[src/rtl/multdiv_sequencer.sv]
// Multi-cycle signed multiply/divide controller. It owns no adder: every add or
// subtract is steered through the shared execute-stage add/sub unit, one per cycle.
// Multiply is radix-2 Booth. Divide is restoring division on magnitudes.
module multdiv_sequencer #(
  parameter int unsigned WIDTH = 32,
  parameter int unsigned ITERS = 32
) (
  input  logic             clock,
  input  logic             reset,
  input  logic [WIDTH-1:0] data_operandA,
  input  logic [WIDTH-1:0] data_operandB,
  input  logic             ctrl_MULT,
  input  logic             ctrl_DIV,
  output logic [WIDTH-1:0] data_result,
  output logic             data_exception,
  output logic             data_resultRDY,
  output logic             busy,
  output logic [WIDTH-1:0] as_operandA,
  output logic [WIDTH-1:0] as_operandB,
  output logic [4:0]       as_opcode,
  input  logic [WIDTH-1:0] as_result,
  input  logic             as_overflow
);

  localparam logic [4:0] OpAdd    = 5'b00000;
  localparam logic [4:0] OpSub    = 5'b00001;
  localparam logic [5:0] LastIter = 6'(ITERS - 1);
  localparam logic [WIDTH-1:0] MinVal = {1'b1, {(WIDTH-1){1'b0}}};

  typedef enum logic [2:0] {
    StIdle,
    StMulIter,
    StDivAbsA,
    StDivAbsB,
    StDivIter,
    StDivFixQ,
    StDone
  } state_e;

  state_e state_q, state_d;

  // Datapath registers are shared by both operations:
  //   acc: product high word (hi) / divide remainder (R)
  //   lo : product low word / dividend, then quotient (Q)
  //   m  : multiplicand (M) / divisor magnitude (D)
  logic [WIDTH-1:0] acc_q, acc_d;
  logic [WIDTH-1:0] lo_q, lo_d;
  logic [WIDTH-1:0] m_q, m_d;
  logic             qbit_q, qbit_d;   // Booth extra bit below lo
  logic [5:0]       cnt_q, cnt_d;
  logic             neg_q, neg_d;     // quotient must be negated
  logic             ovf_q, ovf_d;     // MinVal / -1 divide
  logic [WIDTH-1:0] res_q, res_d;
  logic             exc_q, exc_d;

  // Scratch values for the iteration states.
  logic             sum_sign;
  logic [WIDTH-1:0] rem_shift;
  logic             rem_top;
  logic             borrow;

  // State and datapath registers; reset aborts any operation in flight.
  always_ff @(posedge clock or negedge reset) begin
    if (!reset) begin
      state_q <= StIdle;
      acc_q   <= '0;
      lo_q    <= '0;
      m_q     <= '0;
      qbit_q  <= 1'b0;
      cnt_q   <= '0;
      neg_q   <= 1'b0;
      ovf_q   <= 1'b0;
      res_q   <= '0;
      exc_q   <= 1'b0;
    end else begin
      state_q <= state_d;
      acc_q   <= acc_d;
      lo_q    <= lo_d;
      m_q     <= m_d;
      qbit_q  <= qbit_d;
      cnt_q   <= cnt_d;
      neg_q   <= neg_d;
      ovf_q   <= ovf_d;
      res_q   <= res_d;
      exc_q   <= exc_d;
    end
  end

  // Next-state logic and add/sub unit steering.
  always_comb begin
    state_d     = state_q;
    acc_d       = acc_q;
    lo_d        = lo_q;
    m_d         = m_q;
    qbit_d      = qbit_q;
    cnt_d       = cnt_q;
    neg_d       = neg_q;
    ovf_d       = ovf_q;
    res_d       = res_q;
    exc_d       = exc_q;
    as_operandA = '0;
    as_operandB = '0;
    as_opcode   = OpAdd;
    sum_sign    = 1'b0;
    rem_shift   = '0;
    rem_top     = 1'b0;
    borrow      = 1'b0;

    case (state_q)
      StIdle: begin
        // Multiply has priority when both requests arrive together.
        if (ctrl_MULT) begin
          m_d     = data_operandA;
          acc_d   = '0;
          lo_d    = data_operandB;
          qbit_d  = 1'b0;
          cnt_d   = '0;
          state_d = StMulIter;
        end else if (ctrl_DIV) begin
          if (data_operandB == '0) begin
            res_d   = '0;
            exc_d   = 1'b1;
            state_d = StDone;
          end else begin
            lo_d    = data_operandA;
            m_d     = data_operandB;
            acc_d   = '0;
            cnt_d   = '0;
            neg_d   = data_operandA[WIDTH-1] ^ data_operandB[WIDTH-1];
            ovf_d   = (data_operandA == MinVal) && (&data_operandB);
            state_d = StDivAbsA;
          end
        end
      end

      StMulIter: begin
        as_operandA = acc_q;
        case ({lo_q[0], qbit_q})
          2'b01: begin
            as_operandB = m_q;
            as_opcode   = OpAdd;
          end
          2'b10: begin
            as_operandB = m_q;
            as_opcode   = OpSub;
          end
          default: begin
            as_operandB = '0;
            as_opcode   = OpAdd;
          end
        endcase
        // Recover the true sign of the 33-bit sum before the arithmetic shift.
        sum_sign = as_result[WIDTH-1] ^ as_overflow;
        acc_d    = {sum_sign, as_result[WIDTH-1:1]};
        lo_d     = {as_result[0], lo_q[WIDTH-1:1]};
        qbit_d   = lo_q[0];
        cnt_d    = cnt_q + 6'd1;
        if (cnt_q == LastIter) begin
          res_d   = lo_d;
          exc_d   = (acc_d != {WIDTH{lo_d[WIDTH-1]}});
          state_d = StDone;
        end
      end

      StDivAbsA: begin
        as_operandB = lo_q;
        as_opcode   = lo_q[WIDTH-1] ? OpSub : OpAdd;
        lo_d        = as_result;
        state_d     = StDivAbsB;
      end

      StDivAbsB: begin
        as_operandB = m_q;
        as_opcode   = m_q[WIDTH-1] ? OpSub : OpAdd;
        m_d         = as_result;
        state_d     = StDivIter;
      end

      StDivIter: begin
        // rem_top is bit 32 of the shifted remainder; if set, R' >= D regardless.
        rem_top     = acc_q[WIDTH-1];
        rem_shift   = {acc_q[WIDTH-2:0], lo_q[WIDTH-1]};
        as_operandA = rem_shift;
        as_operandB = m_q;
        as_opcode   = OpSub;
        // Unsigned borrow of rem_shift - D.
        borrow = (~rem_shift[WIDTH-1] & m_q[WIDTH-1]) |
                 (~(rem_shift[WIDTH-1] ^ m_q[WIDTH-1]) & as_result[WIDTH-1]);
        if (rem_top | ~borrow) begin
          acc_d = as_result;
          lo_d  = {lo_q[WIDTH-2:0], 1'b1};
        end else begin
          acc_d = rem_shift;
          lo_d  = {lo_q[WIDTH-2:0], 1'b0};
        end
        cnt_d = cnt_q + 6'd1;
        if (cnt_q == LastIter) begin
          state_d = StDivFixQ;
        end
      end

      StDivFixQ: begin
        as_operandB = lo_q;
        as_opcode   = neg_q ? OpSub : OpAdd;
        // MinVal / -1 yields MinVal naturally; only the flag needs raising.
        res_d       = as_result;
        exc_d       = ovf_q;
        state_d     = StDone;
      end

      StDone: begin
        state_d = StIdle;
      end

      default: begin
        state_d = StIdle;
      end
    endcase
  end

  // Status outputs decoded from registered state.
  always_comb begin
    busy           = (state_q != StIdle);
    data_resultRDY = (state_q == StDone);
    data_result    = res_q;
    data_exception = exc_q;
  end

endmodule

[config.mk]
export PLATFORM = sky130hd
export DESIGN_NAME = multdiv_sequencer
export DESIGN_NICKNAME = d
export VERILOG_FILES = /design/src/rtl/multdiv_sequencer.sv
export SDC_FILE = /design/constraint.sdc
export NUM_CORES = 1
export LEC_CHECK = 0
export ABC_CLOCK_PERIOD_IN_PS = 2250
export CAP_MARGIN = 5
export CORE_MARGIN = 1
export CORE_UTILIZATION = 50
export CTS_BUF_LIST = sky130_fd_sc_hd__clkbuf_2 sky130_fd_sc_hd__clkbuf_4 sky130_fd_sc_hd__clkbuf_8
export CTS_CLUSTER_SIZE = 8
export DETAILED_ROUTE_END_ITERATION = 8
export GPL_TIMING_DRIVEN = 0
export PLACE_DENSITY_LB_ADDON = 0.1
export SETUP_SLACK_MARGIN = 0.05
export SYNTH_ARGS = -nofsm -noshare
export SYNTH_HDL_FRONTEND = slang
export SYNTH_SLANG_ARGS = --single-unit
[constraint.sdc]
create_clock -name clock -period 2.25 [get_ports clock]
set_clock_uncertainty 0.05 [all_clocks]
set_input_delay 0.45 -clock clock [delete_from_list [all_inputs] [get_ports clock]]
set_output_delay 0.45 -clock clock [all_outputs]
set_load 0.1 [all_outputs]
# Word level (Yosys, flattened, before mapping)

Cells that the tools add are included.

Register bits: 141
Output and inout port bits: 104
Logic and storage cells: 109

Add/subtract/negate cells: 1
Equal/unequal tests: 19
Muxes and demuxes: 44
Bitwise gates (word level): 12
Reduce and logical (&&, ||, !) cells: 23

Operator list:

| kind                                                | number |
|---|---|
| two-way mux 32 bit                                  | 15 |
| one-hot mux 32 bit (3 select lines)                 | 3 |
| one-hot mux 32 bit (2 select lines)                 | 2 |
| one-hot mux 32 bit (4 select lines)                 | 1 |
| equality test 32 bit, second input constant         | 1 |
| logical NOT 32 bit                                  | 1 |
| inequality test 32 bit                              | 1 |
| AND reduction 32 bit                                | 1 |
| two-way mux 6 bit                                   | 3 |
| one-hot mux 3 bit (6 select lines)                  | 1 |
| two-way mux 3 bit                                   | 5 |
| AND reduction 3 bit                                 | 5 |
| inequality test 2 bit, second input constant        | 6 |
| one-hot mux 6 bit (2 select lines)                  | 1 |
| two-way mux 1 bit                                   | 10 |
| equality test 3 bit, second input constant          | 3 |
| nonzero test 3 bit                                  | 3 |
| OR reduction 2 bit                                  | 4 |
| adder 6 x 1 -> 6 bit, second input constant         | 1 |
| equality test 3 x 2 -> 1 bit, second input constant | 2 |
| equality test 6 x 5 -> 1 bit, second input constant | 1 |
| inequality test 3 bit, second input constant        | 2 |
| nonzero test 2 bit                                  | 3 |
| inverter 1 bit                                      | 5 |
| 15 further kinds                                    | 19 |

# Depth between registers and ports, before layout

Depth after elaboration: 8
Gate-level depth with buffers: 9

# Worst setup path before layout

Ideal clock, no wire load.

Path type: flip-flop to output port
Start point: register state_q[1]
End point: output as_operandA[31]
Data arrival time: 3.352 ns
Slack: -1.602 ns
Stages on the path, launching flop included: 6
Path buffers: 3
Cell sequence: dfrtp_1 > buf_2 > or3b_1 > buf_2 > clkbuf_1 > o21ai_0

Cells in the longest elaborated chain, start to end: 2
Elaborated cells on any way between the ends: 3
Those cells by class: eq/ne: 2; mux: 1

Ends and longest elaborated chain:

| what                                                                | RTL line | source |
|---|---|---|
| from (decl)                                                         | 40       | `state_e state_q, state_d;` |
| from (signal assigned)                                              | 65       | `state_q <= StIdle;` |
| from (signal assigned)                                              | 76       | `state_q <= state_d;` |
| equality test 3 bit or equality test 3 x 1 -> 1 bit (tied branches) | 109      | `case (state_q)` |
| one-hot mux 32 bit (2 select lines) (*)                             | 109      |  |
| to (decl)                                                           | 18       | `output logic [WIDTH-1:0] as_operandA,` |

Every way passes the cells marked *; elsewhere a longest branch is shown, timed or not.

# Worst setup path in the final report

Start point: register state_q[1]
End point: output as_operandA[4]

Same word-level chain as after synthesis.

==> flow_summary.json <==
{
  "cts_buffers": 17,
  "groute.usage.overall_pct": 37.83,
  "core-area_um2": 18270,
  "netlist_instances": 935,
  "ys_types": 60,
  "cts_root_buf": "clkbuf_8",
  "routed_wl_mm": 37.74,
  "vias": 9975,
  "cp_max_fo": 6,
  "timing.rr.end": "state_q[2]",
  "first_pass_iters": 9,
  "postSynthAreaPerCell_um2": 10.11,
  "critPathBufInv": 7,
  "dieArea_um2": 19450,
  "drive_gt1_share_pct": 37.73,
  "synth_top_area_share_pct": 37.34,
  "regToRegSetupSlack_ns": 0.02,
  "dp_cells": 1366,
  "status": "finished, violations left",
  "arrival_ns": 2.17,
  "dp_hpwl_mm": 24.61,
  "synth_most_common_cell": "dfrtp_1",
  "hp-class": "input pin to flop",
  "io_buffer_count": 198,
  "reg2reg_from": "state_q[0]",
  "yosys-top-cells-count": "dfrtp_1, nand2_1, a22o_1, a21oi_1, mux2i_1",
  "ys_seq_area_share_pct": 37.34,
  "worstPathRequired_ns": 1.75,
  "netlist_area_um2": 9450,
  "synth-edff-count": 0,
  "cts.sinks": 141,
  "fill_cells": 1063,
  "report.final.slew_viol_count": 0,
  "crit_type": "flop to primary output",
  "fp.dieW_um": 139.5,
  "finalSetupViolCount": 66,
  "min_path_cells": 2,
  "grt_pass1_vias": 9813,
  "synth-seq-cells": 141,
  "rows": 49,
  "area_delta_synth_final_pct": 56.02,
  "drv_cap": 0,
  "yosysTopAreaCell": "dfrtp_1",
  "cts_tree": "yes",
  "drt_iter0_drc": 1111,
  "crit_top_cell": "buf_12",
  "cp-end-kind": "primary output",
  "path_delay_family": "buffers and inverters",
  "worstPathCellList": "buf_6, buf_6, nor3b_4, clkbuf_8, buf_12, buf_12, buf_16, a22o_4, buf_12",
  "violations": "DRC, setup timing",
  "grt_overflow_total": 0,
  "ys_async_sr_fraction_pct": 100.0,
  "max_stage_delay_ns": 0.40,
  "ctsHtreeMaxLevel": 4,
  "start_kind": "flop",
  "synth_flop_cell": "dfrtp_1",
  "timing.slew.headroom_pct": 36.46,
  "grt_pass1_wl_mm": 56.22,
  "final_cells": 1456,
  "antenna_found_initial": 0,
  "r2r_cells": 9,
  "ant_nets": 0,
  "crit_slowest_cell": "dfrtp_1",
  "cts_max_path_buffers": 2,
  "tightest_slew_ns": 0.9568,
  "synth_warnings": 0,
  "fin_crit_ns": 2.675,
  "vias_per_cell": 6.851,
  "clkTransAtPathRegs_ns": 0.09,
  "rsz0062_at_grt": "yes",
  "worst_slack_ns": -0.4246,
  "io_pins": 205,
  "post-route-period-util_pct": 118.9,
  "insertion_delay_ns": 0.48,
  "place_congestion": 0.9476,
  "die_y_um": 139.5,
  "hold_viol": 0,
  "nets": 1319,
  "fmax_mhz": 373.9,
  "insertedDiodeCount": 0,
  "drc_errors": 2,
  "wire_per_inst_um": 25.92,
  "initial_core_util_pct": 51.73,
  "synth.area.top_cells": "dfrtp_1, mux2_4, a22o_1",
  "hold-path-endpoint": "acc_q[30]",
  "min_from": "as_result[31]",
  "grt_max_degree": 89
}
[layout make-up]
cell class,count,area [µm²],share of cell area (%)
Multi-Input combinational cell,694,6301,42.74
Sequential cell,141,3530,23.94
Timing Repair Buffer,263,3352,22.73
Buffer,88,825.8,5.601
Tap cell,229,286.5,1.943
Clock buffer,18,241.5,1.638
Clock inverter,13,166.4,1.129
Inverter,10,41.29,0.2800
[layer usage]
metal	GRT usage (%)	routed length (µm)	up-vias
met5	0	0	-
met4	18.25	1916	0
met3	7.054	4036	166
met2	59.72	17590	779
met1	50.08	14200	4876
li1	-	-	4154
[repair_timing]
item / 4_1_cts / 5_1_grt
cloned: 8 / 6
setup buffers: 29 / 22
hold endpoints to repair: 53 / 0
gates resized for setup: 816 / 118
pin swaps: 16 / 22
setup endpoints to repair: 229 / 219
hold buffers: 1 / 0
[worst reg2reg max path, cell delays in order (launching register included)]
cell	delay (ns)
dfrtp_1	0.43
buf_6	0.16
nor3b_4	0.15
clkbuf_8	0.14
buf_4	0.14
buf_4	0.13
nor2_1	0.32
o32ai_1	0.19
o41ai_1	0.29
o2bb2ai_1	0.15
[placed cells by master, fill, tap and decap left out, drive strengths merged, types with 3 or more instances in the layout]
| master | count |
|---|---|
| o21ai | 12 |
| a22o | 95 |
| and3 | 3 |
| nor2 | 43 |
| nand3 | 6 |
| o221ai | 33 |
| a21oi | 75 |
| mux2 | 97 |
| a22oi | 33 |
| clkdlybuf4s50 | 67 |
| dlymetal6s2s | 17 |
| mux2i | 67 |
| clkinv | 4 |
| clkdlybuf4s15 | 16 |
| bufinv | 3 |
| dfrtp | 141 |
| or4 | 3 |
| nand4 | 12 |
| o22ai | 3 |
| inv | 12 |
| dlygate4sd2 | 13 |
| nor4bb | 10 |
| clkbuf | 78 |
| nor4 | 15 |
| nand2 | 105 |
| ha | 3 |
| nor3 | 10 |
| xnor2 | 3 |
| clkinvlp | 4 |
| buf | 177 |
| nor3b | 3 |
| nor2b | 4 |
| a221o | 32 |
| conb | 4 |
[cell families (layout without fill, tap and decap cells)]
family,Yosys count,count (layout),share of synthesized area [%]
xor+xnor,3,3,0.2781
buf+inv,103,392,5.177
mux,164,164,21.00
flops,141,141,37.34
fa+ha+maj,4,4,0.5032
other cells,1,4,0.03968
compound gates,295,295,24.03
simple gates,224,224,11.64
[worst max-delay path by stage]
stage / start / cells past startpoint / slack (ns) / to
after CTS: state_q[1] / 8 / -0.46 / as_operandB[21]
after detailed placement: state_q[0] / 7 / -1.56 / as_operandB[19]
after global placement: reset / 1 / -5.18 / acc_q[9]
final: state_q[1] / 9 / -0.42 / as_operandA[4]
after global routing: state_q[1] / 9 / -0.48 / as_operandA[4]
after floorplan: state_q[1] / 5 / -0.32 / as_operandA[31]
[registers in the layout, indices dropped and copies added (netlist names)]
signal and cells:
acc_q 32, data_exception 1, cnt_q 6, qbit_q 1, m_q 32, lo_q 32
ovf_q 1, neg_q 1, state_q 3, data_result 32
[per-stage QoR]
step	instance area (µm²)	setup WS [ns]	setup TNS (ns)	hold slack [ns]	util, %
after global placement	12330	-5.176	-902.54	0.4254	67.48
after global routing	14740	-0.4834	-28.86	0.3734	80.70
after floorplan	10060	-0.3168	-2.020	0.1044	-
final	14740	-0.4246	-25.77	0.3894	80.70
after CTS	14390	-0.4558	-26.33	0.3510	78.74
after detailed placement	12360	-1.559	-172.57	0.3933	67.64
Power is not shown: default switching activity piles up to over one toggle a cycle in this logic, so the estimate is an artifact.
